File: src/rtl/membrane_state_sequencer.sv
// Time-multiplexes N_NEURONS neurons onto one combinational neuron datapath,
// storing each neuron's membrane and spike flag. Optional macro: SPIKE_COUNT_EN.
module membrane_state_sequencer #(
    parameter int n_stage   = 2,
    parameter int N_NEURONS = 4,
    localparam int MW       = n_stage + 2,
    localparam int IDX_W    = $clog2(N_NEURONS)
) (
    input  logic                 clk,
    input  logic                 rst_n,
    input  logic                 start,
    input  logic                 clear,
    output logic                 busy,
    output logic                 done,
    output logic [IDX_W-1:0]     neuron_idx,
    output logic signed [MW-1:0] last_membrane,
    output logic                 was_spike,
    input  logic signed [MW-1:0] new_membrane,
    input  logic                 is_spike,
    output logic [N_NEURONS-1:0] spike_vector,
    output logic [7:0]           spike_count,
    output logic [1:0]           state_dbg
);

    typedef enum logic [1:0] {
        IDLE = 2'd0,
        SCAN = 2'd1,
        DONE = 2'd2
    } state_t;

    state_t                state_q, state_d;
    logic [IDX_W-1:0]      idx_q, idx_d;
    logic signed [MW-1:0]  mem_q [N_NEURONS];
    logic [N_NEURONS-1:0]  spk_q;
    logic [N_NEURONS-1:0]  pending_q;
    logic [N_NEURONS-1:0]  spike_vector_q;
    logic                  last_idx;

    assign last_idx = (idx_q == IDX_W'(N_NEURONS - 1));

    // State register
    always_ff @(posedge clk or negedge rst_n) begin
        if (!rst_n) begin
            state_q <= IDLE;
        end else begin
            state_q <= state_d;
        end
    end

    // Next-state logic; clear takes priority over start in IDLE
    always_comb begin
        state_d = state_q;
        case (state_q)
            IDLE: begin
                if (!clear && start) begin
                    state_d = SCAN;
                end
            end
            SCAN: begin
                if (last_idx) begin
                    state_d = DONE;
                end
            end
            DONE:    state_d = IDLE;
            default: state_d = IDLE;
        endcase
    end

    // Output logic
    always_comb begin
        busy = 1'b0;
        done = 1'b0;
        case (state_q)
            SCAN: busy = 1'b1;
            DONE: begin
                busy = 1'b1;
                done = 1'b1;
            end
            default: begin
                busy = 1'b0;
                done = 1'b0;
            end
        endcase
    end

    always_comb begin
        idx_d = idx_q;
        case (state_q)
            IDLE:    idx_d = '0;
            SCAN:    idx_d = last_idx ? '0 : idx_q + 1'b1;
            default: idx_d = '0;
        endcase
    end

    always_ff @(posedge clk or negedge rst_n) begin
        if (!rst_n) begin
            idx_q <= '0;
        end else begin
            idx_q <= idx_d;
        end
    end

    // Per-neuron storage: written once per SCAN cycle at the current index
    always_ff @(posedge clk or negedge rst_n) begin
        if (!rst_n) begin
            for (int i = 0; i < N_NEURONS; i++) begin
                mem_q[i] <= '0;
            end
            spk_q          <= '0;
            pending_q      <= '0;
            spike_vector_q <= '0;
        end else begin
            case (state_q)
                IDLE: begin
                    if (clear) begin
                        for (int i = 0; i < N_NEURONS; i++) begin
                            mem_q[i] <= '0;
                        end
                        spk_q <= '0;
                    end
                end
                SCAN: begin
                    mem_q[idx_q]     <= new_membrane;
                    spk_q[idx_q]     <= is_spike;
                    pending_q[idx_q] <= is_spike;
                end
                DONE: spike_vector_q <= pending_q;
                default: ;
            endcase
        end
    end

    assign neuron_idx    = idx_q;
    assign last_membrane = mem_q[idx_q];
    assign was_spike     = spk_q[idx_q];
    assign spike_vector  = spike_vector_q;
    assign state_dbg     = state_q;

`ifdef SPIKE_COUNT_EN
    logic [7:0] count_q;
    logic [4:0] pop;
    logic [8:0] sum;

    always_comb begin
        pop = '0;
        for (int i = 0; i < N_NEURONS; i++) begin
            pop = pop + 5'(pending_q[i]);
        end
        sum = {1'b0, count_q} + 9'(pop);
    end

    // Saturating accumulate once per completed timestep
    always_ff @(posedge clk or negedge rst_n) begin
        if (!rst_n) begin
            count_q <= '0;
        end else if (state_q == IDLE && clear) begin
            count_q <= '0;
        end else if (state_q == DONE) begin
            count_q <= sum[8] ? 8'hFF : sum[7:0];
        end
    end

    assign spike_count = count_q;
`else
    assign spike_count = 8'd0;
`endif

endmodule

File: config.mk
export PLATFORM = sky130hd
export DESIGN_NAME = membrane_state_sequencer
export DESIGN_NICKNAME = d
export VERILOG_FILES = /design/src/rtl/membrane_state_sequencer.sv
export SDC_FILE = /design/constraint.sdc
export NUM_CORES = 1
export LEC_CHECK = 0
export BUFFER_PORTS_ARGS = -buffer_cell sky130_fd_sc_hd__buf_2
export CAP_MARGIN = 20
export CELL_PAD_IN_SITES_DETAIL_PLACEMENT = 1
export CELL_PAD_IN_SITES_GLOBAL_PLACEMENT = 1
export CORE_MARGIN = 10
export CORE_UTILIZATION = 37
export CTS_BUF_LIST = sky130_fd_sc_hd__clkbuf_4
export DETAILED_ROUTE_END_ITERATION = 6
export GPL_TIMING_DRIVEN = 0
export PLACE_DENSITY = 0.78
export SYNTH_ARGS = -nofsm -noshare
export SYNTH_HDL_FRONTEND = slang
export SYNTH_SLANG_ARGS = --single-unit
File: constraint.sdc
create_clock -name clk -period 1.53 [get_ports clk]
set_input_delay 0.153 -clock clk [delete_from_list [all_inputs] [get_ports clk]]
set_output_delay 0.153 -clock clk [all_outputs]
set_load 0.01 [all_outputs]
==> out/qor.csv, run 1 <==
stage,metric,value,unit
timing,relSlewSlack,0.511,
timing,fin_tns_setup,-2.26,ns
detailed_routing,vias,1437,
detailed_routing,wl_met3,359,µm
timing,skew,0.0134,ns
status,violations,setup timing,
grt,grt_pass1_wl,8910,µm
power,p_sw,2.13,mW
timing,period_share,1.12,
power,p_int,3.30,mW
setup_path,critical_path_arrival,1.56,ns
grt,grt_max_degree,33,
power,p_seq_frac,0.230,
floorplan,num_rows,24,
grt,grt_pass1_vias,1637,
clock_network,htreeDepth,2,
logic_synthesis,syn-mean-instance-area,11.5,µm²
timing,fin_ws,-0.185,ns
logic_synthesis,yosys_warnings,0,
grt,antenna_found_initial,0,
logic_synthesis,yosys_register_bits,32,
placement,placedInstanceArea,0.00197,mm²
floorplan,dieArea,0.00775,mm²
timing,fmax,583,MHz
status,status,"complete, but fails checks",
clock_network,clkSlewWorstSetupHoldPaths,0.12,ns
timing,final_hold_viol_count,0,
setup_path,startpoint_type,register,
logic_synthesis,synth-seq-area-share,0.467,
timing,setup_viol,23,
finish,layout-drive-gt1-share,0.547,
clock_network,clock_latency,0.36,ns
clock_network,cts_buffers,5,
timing,fin_hold_ws,0.0952,ns
clock_network,clock_path_buffers,2,
timing,tightest_slew,0.733,ns
detailed_routing,wl,5860,µm
clock_network,tritoncts,built,
hold_path,hold_depth,3,
finish,final_nets,231,
setup_path,crit_type,register to output pin,
floorplan,start_util,0.388,
detailed_routing,drc,0,
logic_synthesis,synth_cell_types,29,
grt,grtUsageTotal,0.151,
detailed_routing,wl_met1,2180,µm
grt,grt_overflow_total,0,
finish,antennaDiodeCount,0,
detailed_routing,detail_route.wl_per_cell,22.0,µm
power,combinationalPowerShare,0.646,
timing,finalMaxSlewViolations,0,
setup_path,worst-path-max-fanout,7,
clock_network,cts_sinks,32,
floorplan,die_h,88.0,µm
detailed_routing,first_pass_iters,4,
detailed_routing,drtAntennaViolNets,0,
power,switching_share,0.392,
timing,rsz0062_at_grt,yes,
hold_path,hp-class,primary input to register,
logic_synthesis,synthCells,149,
finish,design_area,0.00259,mm²
setup_path,crit_path_end_kind,output pin,
detailed_routing,wl_met2,3180,µm
run,maxCapViolCount,0,
finish,num-fill-cells,473,
setup_path,required,1.38,ns
placement,io_buffers,23,
power,ir_worst_vdd,1.19,mV
detailed_routing,drt_iter0_markers,105,
floorplan,die_x,88.0,µm
finish,area_growth,51.5,%
logic_synthesis,synth.cell_area,0.00171,mm²
placement,gp_routability_congestion,0.768,
placement,dp_hpwl,3170,µm
power,clkPwrFrac,0.124,
detailed_routing,via_per_inst,5.40,
placement,dp_slack,-0.287,ns
setup_path,reg2reg_depth,6,
finish,fin_util,0.588,
floorplan,ios,32,
floorplan,core-area,0.00441,mm²
power,leakagePower,1.22,nW
clock_network,root_buffer,clkbuf_4,
timing,period_needed,1.72,ns
detailed_routing,highest_layer,met4,
power,power_density,2100,mW/mm²
what timing repair did:
action                                 4_1_cts  5_1_grt
endpoints found under the hold margin       32        0
pin swaps                                    5        6
hold buffers                                 1        0
setup buffers                               20        5
gates cloned                                 1        2
setup endpoints to repair                   32       33
gates resized for setup                     49       19
worst max-delay path, cell delays in order (launching register included):
cell and delay, ns:
dfrtp_2 0.40, buf_8 0.15, mux4_2 0.52, buf_6 0.14
power groups by stage:
stage / logic [mW] / clock network [mW] / registers [mW]
floorplan: 1.29 / 0 / 1.28
global placement: 1.84 / 0 / 1.26
detailed placement: 1.87 / 0 / 1.29
CTS: 2.98 / 0.678 / 1.24
global route: 3.75 / 0.729 / 1.28
finish: 3.51 / 0.676 / 1.25
kinds of logic (layout without fill, tap and decap cells):
| kind of cell | Yosys count | in the layout | share of synthesized area |
|---|---|---|---|
| buf+inv | 34 | 92 | 0.101 |
| flops | 32 | 32 | 0.467 |
| mux | 15 | 15 | 0.138 |
| simple gates | 29 | 29 | 0.115 |
| other cells | 1 | 8 | 0.00219 |
| compound gates | 29 | 29 | 0.110 |
| fa+ha+maj | 9 | 9 | 0.0657 |
registers in the layout, summed over array words and instances, names as in the netlist:
register,cells
mem_q,16
spk_q,4
pending_q,4
neuron_idx,2
state_dbg,2
spike_vector,4
per-stage QoR:
step                total power [mW]  cells
floorplan                       2.57    156
global placement                3.10    231
detailed placement              3.16    231
CTS                             4.90    260
global route                    5.75    266
finish                          5.44    266
placed cells by master, fill, tap and decap left out, types with 2 or more instances in the layout:
master / netlist / final
and3_1: 4 / 4
buf_8: 0 / 2
buf_4: 9 / 23
clkbuf_16: 0 / 2
dfrtp_2: 0 / 3
o21ai_1: 0 / 11
a21oi_4: 1 / 4
o31ai_2: 0 / 4
ha_4: 0 / 7
mux2_2: 7 / 4
buf_2: 3 / 19
o21ai_4: 0 / 3
nand2_1: 4 / 4
dfrtp_1: 32 / 29
mux2_4: 0 / 5
o21ai_2: 0 / 2
inv_1: 19 / 16
buf_12: 0 / 5
mux4_2: 5 / 5
a21o_1: 4 / 4
nand4b_1: 12 / 12
nand3_1: 4 / 4
conb_1: 1 / 8
clkbuf_4: 0 / 6
buf_6: 1 / 13
inv_2: 0 / 3
final cells by class:
type	count	area, µm²	share of cell area
multi-input combinational	90	970	0.374
sequential	32	805	0.310
timing repair buffer	51	479	0.185
buffer	14	125	0.0482
inverter	19	71.3	0.0275
tap	52	65.1	0.0251
clock buffer	6	45.0	0.0174
clock inverter	2	35.0	0.0135
Yosys cell counts:
master | instances | area share
nand2_1 | 4 | 0.0088
a21oi_1 | 1 | 0.0029
clkbuf_1 | 1 | 0.0022
mux4_2 | 5 | 0.066
and3_1 | 4 | 0.015
ha_1 | 9 | 0.066
o31ai_1 | 4 | 0.018
buf_4 | 9 | 0.039
a21o_1 | 4 | 0.018
and2b_2 | 1 | 0.0051
dfrtp_1 | 32 | 0.47
o21ai_0 | 16 | 0.047
o22a_2 | 1 | 0.0058
inv_1 | 19 | 0.042
buf_2 | 3 | 0.0088
nor2_1 | 1 | 0.0022
and2_1 | 1 | 0.0037
nand4b_1 | 12 | 0.061
mux2i_4 | 1 | 0.013
nand2b_1 | 1 | 0.0037
a21oi_4 | 1 | 0.0095
mux2_2 | 7 | 0.046
a21oi_2 | 2 | 0.010
nor3b_1 | 1 | 0.0044
nand3_1 | 4 | 0.012
buf_1 | 1 | 0.0022
mux2_1 | 2 | 0.013
buf_6 | 1 | 0.0066
conb_1 | 1 | 0.0022
final timing paths:
path / startpoint / endpoint / slack (ns)
setup / recovery: neuron_idx[0]$_DFF_PN0_ / last_membrane[0] / -0.19
hold / removal: new_membrane[2] / mem_q[10]$_DFFE_PN0P_ / 0.1
setup reg to reg: state_dbg[0]$_DFFE_PN0P_ / spk_q[3]$_DFFE_PN0P_ / -0.15
hold reg to reg: pending_q[1]$_DFFE_PN0P_ / pending_q[1]$_DFFE_PN0P_ / 0.50
max in group asynchronous: rst_n / state_dbg[0]$_DFFE_PN0P_ / 0.63
min in group asynchronous: rst_n / mem_q[9]$_DFFE_PN0P_ / 0.38
routing by layer:
layer  vias up  GRT usage
met5         -          0
met4         0     0.0428
met3        16     0.0390
met2        54      0.282
met1       733      0.162
li1        634          -
Power figures use the tool's default switching activity.
==> run 2: changes to the inputs <==
--- a/config.mk
+++ b/config.mk
@@ -12,8 +12,10 @@
 export CORE_MARGIN = 10
 export CORE_UTILIZATION = 37
 export CTS_BUF_LIST = sky130_fd_sc_hd__clkbuf_4
+export CTS_CLUSTER_SIZE = 20
 export DETAILED_ROUTE_END_ITERATION = 6
 export GPL_TIMING_DRIVEN = 0
+export MAX_ROUTING_LAYER = met4
 export PLACE_DENSITY = 0.78
 export SYNTH_ARGS = -nofsm -noshare
 export SYNTH_HDL_FRONTEND = slang
==> run 2 against run 1 <==
The run still ends with setup timing left. Clock power hardly changed. Non-clock buffer count stayed put. Cell area stayed put. Critical endpoint unchanged. Critical path type unchanged.
==> out/qor.csv, run 2 (synthesis gave the netlist of run 1 again) <==
stage,metric,value,unit,change
clock_network,clock_latency,0.36,ns,about the same
power,p_sw,2.13,mW,-0.27%
finish,num-fill-cells,473,,unchanged
timing,period_needed,1.74,ns,+0.0213 ns
placement,dp.cells,231,,unchanged
clock_network,cts_buffers,5,,unchanged
finish,ff_latch_area,805,µm²,unchanged
timing,tightest_slew,0.738,ns,+0.00502 ns
grt,antenna_found_initial,0,,unchanged
placement,dp_hpwl,3170,µm,unchanged
detailed_routing,detail_route.wl_per_cell,22.1,µm,+0.48%
floorplan,start_util,0.388,,unchanged
placement,gp_routability_congestion,0.779,,+1.3%
timing,finalMaxSlewViolations,0,,unchanged
finish,layout-drive-gt1-share,0.547,,unchanged
finish,antennaDiodeCount,0,,unchanged
power,clkPwrFrac,0.124,,about the same
status,status,"complete, but fails checks",,
power,power_density,2090,mW/mm²,-0.11%
floorplan,core-area,0.00441,mm²,unchanged
setup_path,crit_path_end_kind,output pin,,
timing,period_share,1.14,,+0.0139
detailed_routing,drtAntennaViolNets,0,,unchanged
power,p_int,3.30,mW,about the same
timing,fmax,576,MHz,-1.2%
grt,grtUsageTotal,0.155,,+0.00454
timing,rsz0062_at_grt,yes,,
grt,grt_max_degree,33,,unchanged
power,switching_share,0.392,,-0.000643
clock_network,clkSlewWorstSetupHoldPaths,0.11,ns,about the same
grt,grt_pass1_wl,8890,µm,-0.22%
finish,design_area,0.00259,mm²,unchanged
setup_path,startpoint_type,register,,
power,p_seq_frac,0.230,,about the same
hold_path,hp-class,primary input to register,,
setup_path,required,1.38,ns,about the same
detailed_routing,first_pass_iters,4,,unchanged
detailed_routing,via_per_inst,5.42,,+0.28%
floorplan,die_x,88.0,µm,unchanged
finish,largest_reg_flops,16,,unchanged
timing,skew,0.0143,ns,+0.000881 ns
power,leakagePower,1.22,nW,unchanged
power,ir_worst_vdd,1.18,mV,-0.75%
grt,grt_overflow_total,0,,unchanged
timing,setup_viol,23,,unchanged
floorplan,dieArea,0.00775,mm²,unchanged
clock_network,htreeDepth,2,,unchanged
status,violations,setup timing,,
finish,area_growth,51.5,%,unchanged
clock_network,tritoncts,built,,
finish,multi_input_area,970,µm²,unchanged
floorplan,die_h,88.0,µm,unchanged
floorplan,num_rows,24,,unchanged
grt,grt_pass1_vias,1636,,-0.061%
floorplan,ios,32,,unchanged
finish,final_common_cell,dfrtp_1,,
setup_path,critical_path_arrival,1.58,ns,+0.02 ns
timing,fin_ws,-0.207,ns,-0.0213 ns
timing,final_hold_viol_count,0,,unchanged
timing,fin_tns_setup,-2.28,ns,-0.0291 ns
finish,final_nets,231,,unchanged
detailed_routing,vias,1441,,+0.28%
finish,mostFrequentLayoutCells,"29 x dfrtp_1, 23 x buf_4, 19 x buf_2",,
clock_network,cts_sinks,32,,unchanged
finish,regMostFlops,mem_q,,
run,maxCapViolCount,0,,unchanged
placement,io_buffers,23,,unchanged
placement,placedInstanceArea,0.00197,mm²,unchanged
detailed_routing,drt_iter0_markers,94,,-10%
clock_network,root_buffer,clkbuf_4,,
power,combinationalPowerShare,0.646,,about the same
detailed_routing,wl,5890,µm,+0.48%
setup_path,crit_type,register to output pin,,
clock_network,clock_path_buffers,2,,unchanged
setup_path,worst-path-max-fanout,7,,unchanged
detailed_routing,drc,0,,unchanged
timing,relSlewSlack,0.508,,-0.00335
finish,final_cells,266,,unchanged
==> run 2: layout make-up <==
type | count | area share
multi-input combinational | 90 | 0.374
sequential | 32 | 0.310
timing repair buffer | 51 | 0.185
tap | 52 | 0.0251
buffer | 14 | 0.0482
clock inverter | 2 | 0.0135
clock buffer | 6 | 0.0174
inverter | 19 | 0.0275
==> run 2: per-stage QoR <==
stage	utilization	hold WS, ns	setup slack [ns]	total power, mW
floorplan	-	-0.143	-0.0313	2.57
global placement	0.446	0.233	-0.276	3.10
detailed placement	0.446	0.252	-0.287	3.16
CTS	0.554	0.0942	-0.178	4.90
global route	0.588	0.0796	-0.265	5.76
finish	0.588	0.0872	-0.207	5.43
==> run 2: critical path: stages (launching register included) <==
cell     delay [ns]
dfrtp_2        0.39
buf_8          0.15
mux4_2         0.54
buf_6          0.14
==> run 2: layer usage <==
metal  global-route usage  up-vias  wire, µm
met5                    -        -         0
met4               0.0428        0       150
met1                0.162      732      2190
met2                0.283       56      3180
met3               0.0371       17       362
li1                     -      636         -
==> run 2: final timing paths <==
path / endpoint / startpoint / depth (start not counted) / slack [ns]
min in group asynchronous: mem_q[9]$_DFFE_PN0P_ / rst_n / 2 / 0.37
worst max-delay path: last_membrane[0] / neuron_idx[0]$_DFF_PN0_ / 3 / -0.21
worst max register to register: spk_q[3]$_DFFE_PN0P_ / state_dbg[0]$_DFFE_PN0P_ / 6 / -0.15
worst min-delay path: mem_q[6]$_DFFE_PN0P_ / new_membrane[2] / 3 / 0.09
worst min register to register: pending_q[1]$_DFFE_PN0P_ / pending_q[1]$_DFFE_PN0P_ / 1 / 0.50
max in group asynchronous: state_dbg[0]$_DFFE_PN0P_ / rst_n / 2 / 0.63
==> run 2: power by group through the flow <==
stage	clock network [mW]	logic [mW]	registers, mW
2_1_floorplan	0	1.29	1.28
3_3_place_gp	0	1.84	1.26
3_5_place_dp	0	1.87	1.29
4_1_cts	0.678	2.98	1.24
5_1_grt	0.733	3.75	1.28
6_report	0.675	3.51	1.25
==> run 2: what timing repair did <==
item                                    in CTS  in global routing
pin swaps                                    5                  6
endpoints found under the hold margin       32                  0
hold buffers                                 1                  0
endpoints found under the setup margin      32                 33
resized for setup                           49                 19
buffers inserted                            20                  5
cloned                                       1                  2
==> run 3: changes to the inputs <==
--- a/config.mk
+++ b/config.mk
@@ -9,6 +9,7 @@
 export CAP_MARGIN = 20
 export CELL_PAD_IN_SITES_DETAIL_PLACEMENT = 1
 export CELL_PAD_IN_SITES_GLOBAL_PLACEMENT = 1
+export CORE_ASPECT_RATIO = 0.6
 export CORE_MARGIN = 10
 export CORE_UTILIZATION = 37
 export CTS_BUF_LIST = sky130_fd_sc_hd__clkbuf_4
==> run 3 against run 2 <==
The flow still finishes with violations (setup timing). Maximum frequency up 0.34%. Cell area fell by 4.2%. Core utilization shrank 3.7 points. Routed wire length is 0.48% higher. Non-clock buffer count is 5 lower. Largest cell class unchanged.
==> out/qor.csv, run 3 (synthesis gave the netlist of run 1 again) <==
stage,metric,value,unit,change
status,status,"complete, but fails checks",,
status,violations,setup timing,,
setup_path,r2r-end,spk_q[3]$_DFFE_PN0P_,,
clock_network,clock_latency,0.35,ns,about the same
timing,fmax,578,MHz,+0.34%
setup_path,crit_path_end,spk_q[3]$_DFFE_PN0P_,,
floorplan,start_util,0.379,,-0.00881
detailed_routing,via_per_inst,5.27,,-2.7%
clock_network,clkSlewWorstSetupHoldPaths,0.11,ns,about the same
detailed_routing,first_pass_iters,4,,unchanged
power,leakagePower,1.16,nW,-4.4%
setup_path,cp_cell_sequence,buf_6 > buf_6 > ha_4 > and2b_2 > buf_6 > nor2_2 > mux2_2,,
floorplan,dieArea,0.00784,mm²,+1.2%
hold_path,hp-class,primary input to register,,
placement,dp_slack,-0.341,ns,-0.0542 ns
power,p_seq_frac,0.255,,+0.025
detailed_routing,wl,5920,µm,+0.48%
clock_network,clock_path_buffers,2,,unchanged
setup_path,path_delay_family,flip-flops,,
detailed_routing,drc,0,,unchanged
power,combinationalPowerShare,0.648,,+0.002
power,p_int,2.82,mW,-15%
finish,final_nets,226,,-2.2%
finish,design_area,0.00249,mm²,-4.2%
clock_network,cts_sinks,32,,unchanged
timing,relSlewSlack,0.513,,+0.00546
clock_network,tritoncts,built,,
detailed_routing,drt_iter0_markers,103,,+9.6%
setup_path,cp_slowest_cell,dfrtp_2,,
placement,dp_hpwl,3520,µm,+11%
setup_path,worst-path-max-fanout,4,,-3
finish,largest_reg_flops,16,,unchanged
timing,skew,0.00801,ns,-0.00626 ns
setup_path,crit_path_frequent_cell,buf_6,,
clock_network,htreeDepth,2,,unchanged
setup_path,r2r_slack,-0.20,ns,-0.05 ns
timing,final_hold_viol_count,0,,unchanged
floorplan,ios,32,,unchanged
run,maxCapViolCount,0,,unchanged
finish,final_common_cell,dfrtp_1,,
finish,mostFrequentLayoutCells,"29 x dfrtp_1, 20 x buf_2, 18 x buf_4",,
power,switching_share,0.432,,+0.0407
timing,fin_hold_ws,0.113,ns,+0.0262 ns
power,power_density,2000,mW/mm²,-4.4%
placement,dp.cells,242,,+4.8%
placement,gp_routability_congestion,0.827,,+6.2%
clock_network,root_buffer,clkbuf_4,,
power,p_sw,2.15,mW,+1.1%
finish,antennaDiodeCount,0,,unchanged
finish,final_cells,272,,+2.3%
grt,grtUsageTotal,0.159,,+0.00386
grt,grt_pass1_wl,9180,µm,+3.2%
finish,area_growth,45.1,%,
grt,antenna_found_initial,0,,unchanged
power,ir_worst_vdd,0.974,mV,-18%
floorplan,core-area,0.00452,mm²,+2.3%
finish,fin_util,0.550,,-0.0375
finish,regMostFlops,mem_q,,
timing,finalMaxSlewViolations,0,,unchanged
timing,fin_tns_setup,-2.96,ns,-0.676 ns
grt,grt_max_degree,33,,unchanged
setup_path,path_depth,7,,+4
setup_path,critPathLaunch,neuron_idx[0]$_DFF_PN0_,,
grt,grt_pass1_vias,1626,,-0.61%
timing,rsz0062_at_grt,yes,,
timing,setup_viol,27,,+17%
timing,fin_ws,-0.201,ns,+0.00590 ns
detailed_routing,drtAntennaViolNets,0,,unchanged
detailed_routing,detail_route.wl_per_cell,21.8,µm,-1.7%
setup_path,startpoint_type,register,,
power,clkPwrFrac,0.097,,-0.027
placement,placedInstanceArea,0.00198,mm²,+0.70%
setup_path,required,1.77,ns,+0.39 ns
floorplan,num_rows,19,,-21%
setup_path,reg2reg_depth,7,,+1
detailed_routing,vias,1433,,-0.56%
floorplan,die_x,108,µm,+22%
power,finalPower,4.97,mW,-8.4%
finish,ff_latch_area,805,µm²,unchanged
timing,tightest_slew,0.730,ns,-0.00819 ns
grt,grt_overflow_total,0,,unchanged
timing,period_needed,1.73,ns,-0.00590 ns
clock_network,cts_buffers,5,,unchanged
setup_path,crit_path_max_incr_delay,0.41,ns,-0.13 ns
floorplan,die_h,72.7,µm,-17%
setup_path,path_buf_inv,3,,+1
finish,layout-drive-gt1-share,0.569,,+0.0226
setup_path,critical_path_arrival,1.97,ns,+0.39 ns
placement,io_buffers,23,,unchanged
setup_path,crit_path_end_kind,register,,
setup_path,crit_type,register to register,,
setup_path,worstReg2RegStart,neuron_idx[0]$_DFF_PN0_,,
timing,period_share,1.13,,-0.00386
finish,num-fill-cells,476,,+0.63%
finish,multi_input_area,983,µm²,+1.4%
-- run 3: worst min-delay path by stage --
| stage | end | startpoint | cells past startpoint | slack (ns) |
|---|---|---|---|---|
| 3_5_place_dp | mem_q[12]$_DFFE_PN0P_ | rst_n | 1 | 0.26 |
| 3_3_place_gp | mem_q[8]$_DFFE_PN0P_ | rst_n | 1 | 0.23 |
| 2_1_floorplan | mem_q[0]$_DFFE_PN0P_ | rst_n | 0 | -0.14 |
| 4_1_cts | mem_q[6]$_DFFE_PN0P_ | new_membrane[2] | 3 | 0.09 |
| 5_1_grt | mem_q[0]$_DFFE_PN0P_ | new_membrane[0] | 3 | 0.11 |
| 6_report | mem_q[5]$_DFFE_PN0P_ | new_membrane[1] | 3 | 0.11 |
-- run 3: power groups by stage --
stage / clock network, mW / registers [mW] / logic, mW
floorplan: 0 / 1.28 / 1.29
global placement: 0 / 1.26 / 1.83
detailed placement: 0 / 1.29 / 1.94
CTS: 0.490 / 1.25 / 2.92
global route: 0.538 / 1.30 / 3.39
finish: 0.482 / 1.27 / 3.22
-- run 3: routing by layer --
layer / GRT usage / up-vias / routed length (µm)
met2: 0.258 / 54 / 2920
met1: 0.185 / 743 / 2490
met3: 0.0450 / 15 / 402
met4: 0.0605 / 0 / 96
met5: - / - / 0
li1: - / 621 / -
-- run 3: area by class of cell --
| class | count | area share |
|---|---|---|
| multi-input cells | 90 | 0.396 |
| flip-flops and latches | 32 | 0.324 |
| repair buffers | 45 | 0.144 |
| plain buffers | 15 | 0.0549 |
| well taps | 63 | 0.0317 |
| inverters | 19 | 0.0297 |
| clock buffers | 5 | 0.0151 |
| clock inverters | 3 | 0.00554 |
-- run 3: tightest hold or removal path: cells and delay by family --
family | cells | cell delay, ns
buf+inv | 1 | 0.12
simple gates | 1 | 0.10
compound gates | 1 | 0.06
-- run 3: repair_timing --
item,CTS,global route
resized for setup,59,18
pin swaps,9,2
endpoints found under the setup margin,33,33
hold endpoints to repair,32,0
hold buffers,1,0
setup buffers,19,1
gates cloned,1,0
